`config.mk`:
```
export PLATFORM = sky130hd
export DESIGN_NAME = t_ff_sync_counter
export DESIGN_NICKNAME = d
export VERILOG_FILES = /design/src/rtl/t_ff_sync_counter_pkg.sv /design/src/rtl/t_ff_cell.sv /design/src/rtl/t_ff_sync_counter.sv
export SDC_FILE = /design/constraint.sdc
export NUM_CORES = 1
export LEC_CHECK = 0
export ABC_CLOCK_PERIOD_IN_PS = 2300
export CAP_MARGIN = 10
export CORE_UTILIZATION = 35
export CTS_CLUSTER_DIAMETER = 200
export CTS_CLUSTER_SIZE = 24
export DETAILED_ROUTE_END_ITERATION = 6
export PLACE_DENSITY = 0.67
export SKIP_LAST_GASP = 1
export SLEW_MARGIN = 20
export SYNTH_ARGS = -nofsm -noshare
export SYNTH_HDL_FRONTEND = slang
export SYNTH_SLANG_ARGS = --single-unit
export TNS_END_PERCENT = 5
```
`constraint.sdc`:
```
create_clock -name clk -period 2.3 [get_ports clk]
set_clock_uncertainty 0.1 [all_clocks]
set_input_delay 0.46 -clock clk [delete_from_list [all_inputs] [get_ports clk]]
set_output_delay 0.46 -clock clk [all_outputs]
set_load 0.1 [all_outputs]
```
`src/rtl/t_ff_sync_counter_pkg.sv`:
```
// Shared constants and helpers for T-flip-flop based counter stages.
package t_ff_sync_counter_pkg;

  localparam int unsigned CNT_WIDTH = 4;
  localparam int unsigned CNT_MOD   = 10;

  // Width-sized all-zero count value
  localparam logic [CNT_WIDTH-1:0] CNT_ZERO = '0;

  // Count direction encoding carried on up_dn
  typedef enum logic {
    DIR_DN = 1'b0,
    DIR_UP = 1'b1
  } dir_e;

  // Terminal count for a modulus
  function automatic int unsigned max_cnt(input int unsigned modulus);
    return modulus - 1;
  endfunction

endpackage

```
`src/rtl/t_ff_cell.sv`:
```
// Single-bit synchronous T flip-flop: flips on the rising edge when t is high.
module t_ff_cell (
  input  logic clk,
  input  logic reset,
  input  logic t,
  output logic q
);

  // Toggle storage with synchronous clear
  always_ff @(posedge clk) begin
    if (reset) begin
      q <= 1'b0;
    end else if (t) begin
      q <= ~q;
    end
  end

endmodule

```
`src/rtl/t_ff_sync_counter.sv`:
```
// Modulo-MOD up/down counter whose state bits are T flip-flop cells.
// Every state change, including load and reset, is expressed as a toggle vector.
module t_ff_sync_counter
  import t_ff_sync_counter_pkg::*;
#(
  parameter int unsigned WIDTH = CNT_WIDTH,
  parameter int unsigned MOD   = CNT_MOD
) (
  input  logic             clk,
  input  logic             reset,
  input  logic             en,
  input  logic             up_dn,
  input  logic             load,
  input  logic [WIDTH-1:0] load_val,
  output logic [WIDTH-1:0] q,
  output logic [WIDTH-1:0] t_vec,
  output logic             wrap
);

  localparam logic [WIDTH-1:0] MAX_CNT = WIDTH'(max_cnt(MOD));
  localparam logic [WIDTH-1:0] ZERO    = WIDTH'(CNT_ZERO);

  logic [WIDTH-1:0] q_next;
  logic             wrap_next;

  // Next count and wrap: reset > load > en > hold
  always_comb begin
    q_next    = q;
    wrap_next = 1'b0;
    if (reset) begin
      q_next = ZERO;
    end else if (load) begin
      q_next = (load_val > MAX_CNT) ? MAX_CNT : load_val;
    end else if (en) begin
      if (dir_e'(up_dn) == DIR_UP) begin
        // Out-of-range states also fold back to zero on an up step
        if (q >= MAX_CNT) begin
          q_next    = ZERO;
          wrap_next = 1'b1;
        end else begin
          q_next = q + WIDTH'(1);
        end
      end else begin
        if (q == ZERO) begin
          q_next    = MAX_CNT;
          wrap_next = 1'b1;
        end else begin
          q_next = q - WIDTH'(1);
        end
      end
    end
  end

  // Bits that must flip this edge to reach the next count
  assign t_vec = q_next ^ q;

  // One T cell per count bit
  for (genvar i = 0; i < int'(WIDTH); i++) begin : g_cell
    t_ff_cell u_cell (
      .clk   (clk),
      .reset (reset),
      .t     (t_vec[i]),
      .q     (q[i])
    );
  end

  // Registered single-cycle boundary pulse
  always_ff @(posedge clk) begin
    if (reset) begin
      wrap <= 1'b0;
    end else begin
      wrap <= wrap_next;
    end
  end

endmodule
```
# --- After elaboration in Yosys (flattened, before gate mapping) ---
# Cells that the tools add are included.
totals:
  out_inout_bits: 9
  regBits: 5
classes:
  bitwise: 6
  mux: 10
  n_reduce_logical: 2
  add_sub_neg: 2
  n_lt_le_gt_ge: 2
ops:
  columns: ["operator", "count"]
  rows:
  - ["2-to-1 mux 4 bit", 7]
  - ["NOT 1 bit", 5]
  - ["adder 4 x 1 -> 4 bit, second input constant", 1]
  - [">= comparator 4 bit, second input constant", 1]
  - ["greater-than comparator 4 bit, second input constant", 1]
  - ["zero test 4 bit", 1]
  - ["subtractor 4 x 1 -> 4 bit, second input constant", 1]
  - ["XOR 4 bit", 1]
  - ["2-to-1 mux 1 bit", 3]
  - ["OR reduction 3 bit", 1]

# --- Longest topological paths before layout ---
# Gate-level depths: netlist of run 1.
depth:
  depth_word: 7
  depth_mapped: 7
  depth_no_buf: 6

# --- Modules after synthesis ---
# Synthesis of run 1 repeated with hierarchy kept, for this count alone.
unflattened:
  hier_cells: 75
  hier_area_um2: 593.1
modules_own_cells:
  columns: ["mod", "area_per_inst_um2", "instances", "cells_per_inst", "seq_area_each_um2"]
  rows:
  - ["t_ff_sync_counter", 462.9, 1, 63, 20.0]
  - ["t_ff_cell", 32.5, 4, 3, 20.0]

# --- Worst setup path after synthesis of run 1 ---
# Ideal clock, no wire load.
synth_timing:
  path_type: "register to output"
  from: "register g_cell[1].u_cell.q"
  to: "output port t_vec[1]"
  path_stages_with_launch: 8
  t_required_ns: 1.740
  n_path_buf: 1
  arrival_ns: 1.908
  path_slack_ns: -0.168
  path_cell_list: "dfxtp_1 inv_1 ha_1 or3b_4 nand3_1 nand3_1 a311oi_2 buf_4"
synth_between:
  elab_chain_cells: 7
synth_lines:
  columns: ["item", "line", "text"]
  rows:
  - ["start: declaration", "t_ff_cell.sv:6", "output logic q"]
  - ["start signal: assignment", "t_ff_cell.sv:14", "q <= ~q;"]
  - ["subtractor 4 x 1 -> 4 bit (tied with other cells)", "t_ff_sync_counter.sv:48", "q_next = q - WIDTH'(1);"]
  - ["2-to-1 mux 4 bit, on equally long branches", "t_ff_sync_counter.sv:44, t_ff_sync_counter.sv:37", null]
  - ["2-to-1 mux 4 bit", "t_ff_sync_counter.sv:35", "if (dir_e'(up_dn) == DIR_UP) begin"]
  - ["2-to-1 mux 4 bit", "t_ff_sync_counter.sv:34", "end else if (en) begin"]
  - ["2-to-1 mux 4 bit", "t_ff_sync_counter.sv:32", "end else if (load) begin"]
  - ["2-to-1 mux 4 bit", "t_ff_sync_counter.sv:30", "if (reset) begin"]
  - ["XOR 4 bit (*)", "t_ff_sync_counter.sv:55", "assign t_vec = q_next ^ q;"]
  - ["end: declaration", "t_ff_sync_counter.sv:16", "output logic [WIDTH-1:0] t_vec,"]
# Mark *: on every way between the ends. The rest lies on a longest branch, timed or not.

# --- Final worst setup path of run 1 ---
layout_timing:
  from: "register g_cell[0].u_cell.q"
  to: "output port t_vec[2]"
layout_between:
  elab_chain_cells: 7
layout_lines:
  columns: ["item", "line"]
  rows:
  - ["start: declaration", "t_ff_cell.sv:6"]
  - ["start signal: assignment", "t_ff_cell.sv:14"]
  - ["subtractor 4 x 1 -> 4 bit (tied with other cells)", "t_ff_sync_counter.sv:48"]
  - ["2-to-1 mux 4 bit, on equally long branches", "t_ff_sync_counter.sv:44, t_ff_sync_counter.sv:37"]
  - ["2-to-1 mux 4 bit (*)", "t_ff_sync_counter.sv:35"]
  - ["2-to-1 mux 4 bit (*)", "t_ff_sync_counter.sv:34"]
  - ["2-to-1 mux 4 bit (*)", "t_ff_sync_counter.sv:32"]
  - ["2-to-1 mux 4 bit (*)", "t_ff_sync_counter.sv:30"]
  - ["XOR 4 bit (*)", "t_ff_sync_counter.sv:55"]
# Marked as above.

==> results of run 1 <==
[layout make-up]
class	instances	area (µm²)
fill	141	563
timing repair buffer	50	464
sequential	5	105
multi-input combinational	66	551
clock buffer	4	26.3
tap	25	31.3
inverter	5	23.8
[path summary, 6_finish.rpt]
check                           depth (start not counted)            endpoint  slack (ps)
worst max register to register                          7  g_cell[2].u_cell.q         570
worst max-delay path                                    8            t_vec[2]        -350
worst min register to register                          4  g_cell[0].u_cell.q         610
worst min-delay path                                    4  g_cell[0].u_cell.q         610
[what timing repair did]
action,4_1_cts,5_1_grt
setup endpoints to repair,4,4
pin swaps,6,7
resized for setup,14,7
buffers inserted,3,3
gates cloned,0,0
[layer usage]
layer  vias to the layer above  GRT usage  part of all wire
li1                        407          -                 -
met1                       397      0.248              0.43
met2                        18      0.363              0.53
met3                         4     0.0119             0.030
met4                         0     0.0882             0.013
met5                         -          0                 0
[state kept, by name, summed over array words and instances (netlist names)]
signal,count
g_cell.u_cell.q,4
wrap,1
[Yosys cell counts]
library cell	n
buf_2	2
a221oi_1	1
nand2_1	5
o2111ai_1	1
and4_1	2
nand3b_1	1
o31a_1	1
o21a_1	1
or3b_4	1
ha_1	4
or2_2	2
nand3_1	3
a311oi_2	1
nand2b_1	3
nor2_1	4
nor4b_2	1
buf_6	1
a21oi_1	6
o31ai_1	1
nor4b_1	2
mux2_2	1
nor3b_1	1
inv_1	5
nand4b_1	1
clkbuf_1	2
a211oi_1	2
a31o_1	1
a31oi_1	2
nor2b_1	3
a221oi_2	1
a22o_1	1
buf_4	8
nor3_1	2
a31o_2	1
o211ai_1	1
o21ba_2	1
dfxtp_1	5
nor4_1	1
o21ai_0	7
[logic make-up (layout without fill, tap and decap cells)]
family | Yosys count | count (layout) | share of synthesized area
AOI/OAI and AO/OA | 29 | 29 | 0.307
adders and majority gates | 4 | 4 | 0.0739
buffers and inverters | 18 | 59 | 0.159
DFF | 5 | 5 | 0.148
muxes | 1 | 1 | 0.0166
and+or+nand+nor | 32 | 32 | 0.296
[critical path: cells and delay by family (launching register included)]
kind,cells,cell delay (ps)
AO/OA/AOI/OAI,3,550
adder cells (fa/ha/maj),1,110
flip-flops,1,370
AND/OR/NAND/NOR,1,400
buffers and inverters,3,390
[power groups by stage]
stage | registers (mW) | logic [mW] | clock network, mW
2_1_floorplan | 0.106 | 0.216 | 0
3_3_place_gp | 0.103 | 0.324 | 0
3_5_place_dp | 0.103 | 0.328 | 0
4_1_cts | 0.106 | 0.349 | 0.111
5_1_grt | 0.107 | 0.387 | 0.119
6_report | 0.106 | 0.367 | 0.114
==> key figures, run 1 <==
Status
  • Status: complete, but fails checks
  • Failing checks: setup timing

Pwr
  • Power Dens Cells: 490 mW/mm²
  • Sw Ratio: 0.456
  • Final Power: 0.588 mW
  • Cell leakage power: 0.504 nW
  • Psw: 0.268 mW
  • Clk network pwr share: 0.195
  • Logic pwr share: 0.625
  • Peak VDD IR: 0.000291 V
  • Internal power: 0.320 mW
  • Seq pwr share: 0.181

Drt
  • Wire per inst: 13.7 µm
  • Drt pass-1 iters: 4
  • ANT nets after route: 0
  • Vias: 826
  • Final wirelength: 2120 µm
  • Vias/cell: 5.33
  • DRC: 0
  • DRT iter0 DRCs: 20

Synth
  • Post-synthesis cell area: 677 µm²
  • Synth unique cells: 39
  • Area leader, netlist: dfxtp_1
  • Largest cells by area after synthesis: dfxtp_1, buf_4, ha_1
  • Syn_area_per_cell: 7.61 µm²
  • Synth Warn #: 0
  • Area share of the largest cell type after synthesis: 0.148
  • Sequential fraction of the synthesis area: 0.148
  • Yosys reg bits: 5
  • Post-Synthesis Cells: 89
  • Syn nets: 102

GRT
  • Antenna violations before repair: 0
  • Vias in the first global route: 748
  • Total congestion overflow: 0
  • Global-route wire length before repair: 3110 µm
  • GRT Util Overall: 0.204
  • Largest net degree at the start of global routing: 10

Placement
  • Placed Area: 0.00104 mm²
  • Worst slack, placed: -340 ps
  • Post-DP HPWL: 1460 µm
  • # placed instances: 145
  • # port buffers: 17
  • GPL Wtd Cong: 0.812

Layout
  • Utilization after layout: 0.681
  • Share of post-route cells with drive strength above 1: 0.500
  • Final non-filler cell total: 155
  • P&R area growth vs syn: 77.4%
  • Most frequent cells in the layout: buf_4, clkdlybuf4s50_1
  • Commonest non-fill, non-tap cell in the layout: buf_4
  • Design area: 0.00120 mm²
  • Ant. Diodes: 0
  • Nets: 144

Critical path
  • Reg-to-Reg Start: g_cell[0].u_cell.q
  • CP max stage delay: 400 ps
  • Setup crit end kind: primary output
  • Worst setup path startpoint: g_cell[0].u_cell.q
  • Worst-path maximum fanout: 4
  • Critical Path Source Type: register
  • Cell Chain, Critical Path: inv_4, ha_4, or3b_4, buf_6, a31oi_4, o21ba_4, a22o_1, buf_12
  • Worst EP arrival: 2090 ps
  • Critical Path RT: 1740 ps
  • Crit Path Category: register to primary output
  • Critical path's slowest cell: or3b_4

Die
  • DIE AREA: 0.00211 mm²
  • Die H: 46.0 µm
  • Starting density of the core: 0.384
  • Core area: 0.00176 mm²
  • Horizontal die dimension: 46.0 µm
  • I/O pins: 18
  • Core Rows: 15

Timing
  • Endpoints failing hold: 0
  • RSZ-0062 raised after global routing: yes
  • Max Slew Vio Count: 0
  • Fmax achieved: 377 MHz
  • Tmin final: 2650 ps
  • Setup violations, final: 4
  • Slew @ Worst Pin: 473 ps
  • Final worst-path cycle share: 1.15
  • Setup ws final: -351 ps
  • Worst slew margin: 0.684
  • Final setup TNS: -1280 ps
  • Worst hold slack: 611 ps

Min path
  • Hold wc startpoint: g_cell[0].u_cell.q
  • Worst min path class: register to register

Clock tree
  • CTS buffer count: 3
  • # hold bufs at CTS: 0
  • TritonCTS clock tree: done
  • Skew-Pair Late Insertion Delay: 260 ps
  • CTS max path bufs: 2
  • Clock sinks: 5
  • Clock transition at path regs: 60 ps
  • H-tree Lvls: 1
  • Clock Tree Root: clkbuf_4

Run
  • Max-cap violations: 0
Power figures use the tool's default switching activity.
==> run 2, diff against run 1 <==
--- a/config.mk
+++ b/config.mk
@@ -11,6 +11,7 @@
 export CTS_CLUSTER_DIAMETER = 200
 export CTS_CLUSTER_SIZE = 24
 export DETAILED_ROUTE_END_ITERATION = 6
+export GPL_TIMING_DRIVEN = 0
 export PLACE_DENSITY = 0.67
 export SKIP_LAST_GASP = 1
 export SLEW_MARGIN = 20
==> run 2 against run 1 <==
The run still ends with setup timing left. Cell count decreased by 10%. Global-route usage is 1.2 points lower. Via count decreased by 11%. Sequential power fell by 6%. Flip-flop and latch count is the same. Largest cell class unchanged. Largest power group unchanged.
==> key figures, run 2 (synthesis results as in run 1) <==
Clock tree
  • Skew-Pair Late Insertion Delay: 250 ps
  • CTS buffer count: 3
  • TritonCTS clock tree: done
  • H-tree Lvls: 1
  • Clock sinks: 5
  • # hold bufs at CTS: 0
  • Clock Tree Root: clkbuf_4
  • Clock transition at path regs: 50 ps
  • CTS max path bufs: 2

Timing
  • RSZ-0062 raised after global routing: yes
  • Setup ws final: -304 ps
  • Setup violations, final: 8
  • Slew @ Worst Pin: 965 ps
  • Tmin final: 2600 ps
  • Worst slew margin: 0.355
  • Endpoints failing hold: 0
  • Max Slew Vio Count: 0
  • Final worst-path cycle share: 1.13
  • Fmax achieved: 384 MHz

Critical path
  • Crit Path Category: register to primary output
  • Buf/Inv on CP: 2
  • Reg-to-Reg Start: g_cell[1].u_cell.q
  • Critical path's slowest cell: or3b_4
  • R2R Path End: g_cell[0].u_cell.q
  • Flop-to-flop setup slack: 660 ps
  • Worst EP arrival: 2040 ps
  • Critical Path Source Type: register
  • Reg2Reg Depth: 6
  • Setup crit end kind: primary output
  • Critical Path RT: 1740 ps
  • Cell Chain, Critical Path: inv_4, ha_1, or3b_4, a31o_1, a221oi_2, nand3_1, buf_12
  • Worst-path maximum fanout: 4
  • CP max stage delay: 400 ps
  • Crit path max-delay family: simple AND/OR/NAND/NOR gates

Pwr
  • Clk network pwr share: 0.207
  • Final Power: 0.537 mW
  • Sw Ratio: 0.463
  • Logic pwr share: 0.607
  • Seq pwr share: 0.186
  • Psw: 0.249 mW
  • Peak VDD IR: 0.000278 V
  • Power Dens Cells: 512 mW/mm²
  • Internal power: 0.289 mW
  • Cell leakage power: 0.416 nW

Drt
  • ANT nets after route: 0
  • Wire per inst: 12.1 µm
  • DRT iter0 DRCs: 10
  • Vias: 732
  • Drt pass-1 iters: 4
  • Final wirelength: 1680 µm
  • Vias/cell: 5.27
  • DRC: 0

Die
  • Core area: 0.00176 mm²
  • DIE AREA: 0.00211 mm²
  • I/O pins: 18
  • Die H: 46.0 µm
  • Starting density of the core: 0.384
  • Horizontal die dimension: 46.0 µm
  • Core Rows: 15

Layout
  • Fill count: 184
  • Nets: 128
  • Area occupied by multi-input gates: 526 µm²
  • Largest registers: g_cell.u_cell.q (4), wrap (1)
  • Design area: 0.00105 mm²
  • Share of post-route cells with drive strength above 1: 0.368
  • P&R area growth vs syn: 55.1%
  • Largest Register: g_cell.u_cell.q
  • Ant. Diodes: 0
  • Sequential Area: 108 µm²
  • Most frequent cells in the layout: buf_4, clkdlybuf4s50_1, o21ai_0
  • Max FFs per register: 4
  • Final non-filler cell total: 139

Min path
  • Worst min path class: register to register
  • Hold Path Depth: 3
  • Worst Hold Endpoint: g_cell[0].u_cell.q
  • Hold wc startpoint: g_cell[0].u_cell.q

Placement
  • # port buffers: 17
  • Post-DP HPWL: 1230 µm
  • Placed Area: 893 µm²
  • GPL Wtd Cong: 0.776
  • Worst slack, placed: -1430 ps
  • # placed instances: 131

Status
  • Status: complete, but fails checks
  • Failing checks: setup timing

GRT
  • Global-route wire length before repair: 2800 µm
  • Total congestion overflow: 0
  • Antenna violations before repair: 0
  • GRT Util Overall: 0.192
  • Largest net degree at the start of global routing: 11
  • Vias in the first global route: 648

Run
  • Max-cap violations: 0
## run 2: how the worst max path moves through the flow
stage                             from       end  slack (ps)  cells past startpoint
floorplan           g_cell[1].u_cell.q  t_vec[3]         -20                      7
global placement                  load  t_vec[1]       -1410                      7
detailed placement                load  t_vec[1]       -1430                      7
CTS                 g_cell[1].u_cell.q  t_vec[3]        -310                      7
global route        g_cell[1].u_cell.q  t_vec[3]        -410                      7
finish              g_cell[1].u_cell.q  t_vec[3]        -300                      7
## run 2: final cells by class
class                      count  share of cell area
multi-input combinational     66               0.501
sequential                     5               0.103
timing repair buffer          22               0.224
inverter                       5              0.0226
tap                           25              0.0298
buffer                        12              0.0954
clock buffer                   4              0.0250
## run 2: per-stage QoR
stage	hold WS, ps	setup TNS (ps)	util
after floorplan	515	-16.9	-
after global placement	556	-5180	0.506
after detailed placement	578	-5280	0.506
after CTS	479	-1990	0.589
after global routing	528	-2530	0.595
final	489	-1920	0.595
## run 2: per-layer routing
layer	GRT usage	part of all wire
met5	0	0
met4	0.0706	0.016
met3	0.0714	0.036
met2	0.299	0.48
met1	0.238	0.47
## run 2: power by group through the flow
stage | registers, mW | logic (mW) | clock network [mW]
finish | 0.100 | 0.326 | 0.111
floorplan | 0.106 | 0.216 | 0
CTS | 0.100 | 0.323 | 0.116
global placement | 0.105 | 0.276 | 0
detailed placement | 0.105 | 0.279 | 0
global route | 0.101 | 0.347 | 0.119
## run 2: worst reg2reg max path: cells and delay by family (launching register included)
kind	cells	cell delay, ps
DFF	1	350
adders and majority gates	1	170
AOI/OAI and AO/OA	1	260
and+or+nand+nor	3	600
buffers and inverters	1	50
## run 2: what timing repair did
item                                    CTS  global route
gates cloned                              0             0
buffers inserted                          5             0
gates resized for setup                  54             1
endpoints found under the setup margin    8             8
pin swaps                                 4             1
==> run 3, diff against run 2 <==
--- a/config.mk
+++ b/config.mk
@@ -8,7 +8,6 @@
 export ABC_CLOCK_PERIOD_IN_PS = 2300
 export CAP_MARGIN = 10
 export CORE_UTILIZATION = 35
-export CTS_CLUSTER_DIAMETER = 200
 export CTS_CLUSTER_SIZE = 24
 export DETAILED_ROUTE_END_ITERATION = 6
 export GPL_TIMING_DRIVEN = 0
==> results of run 3 <==
No change in the layout: final DEF, timing and power equal those of run 2.
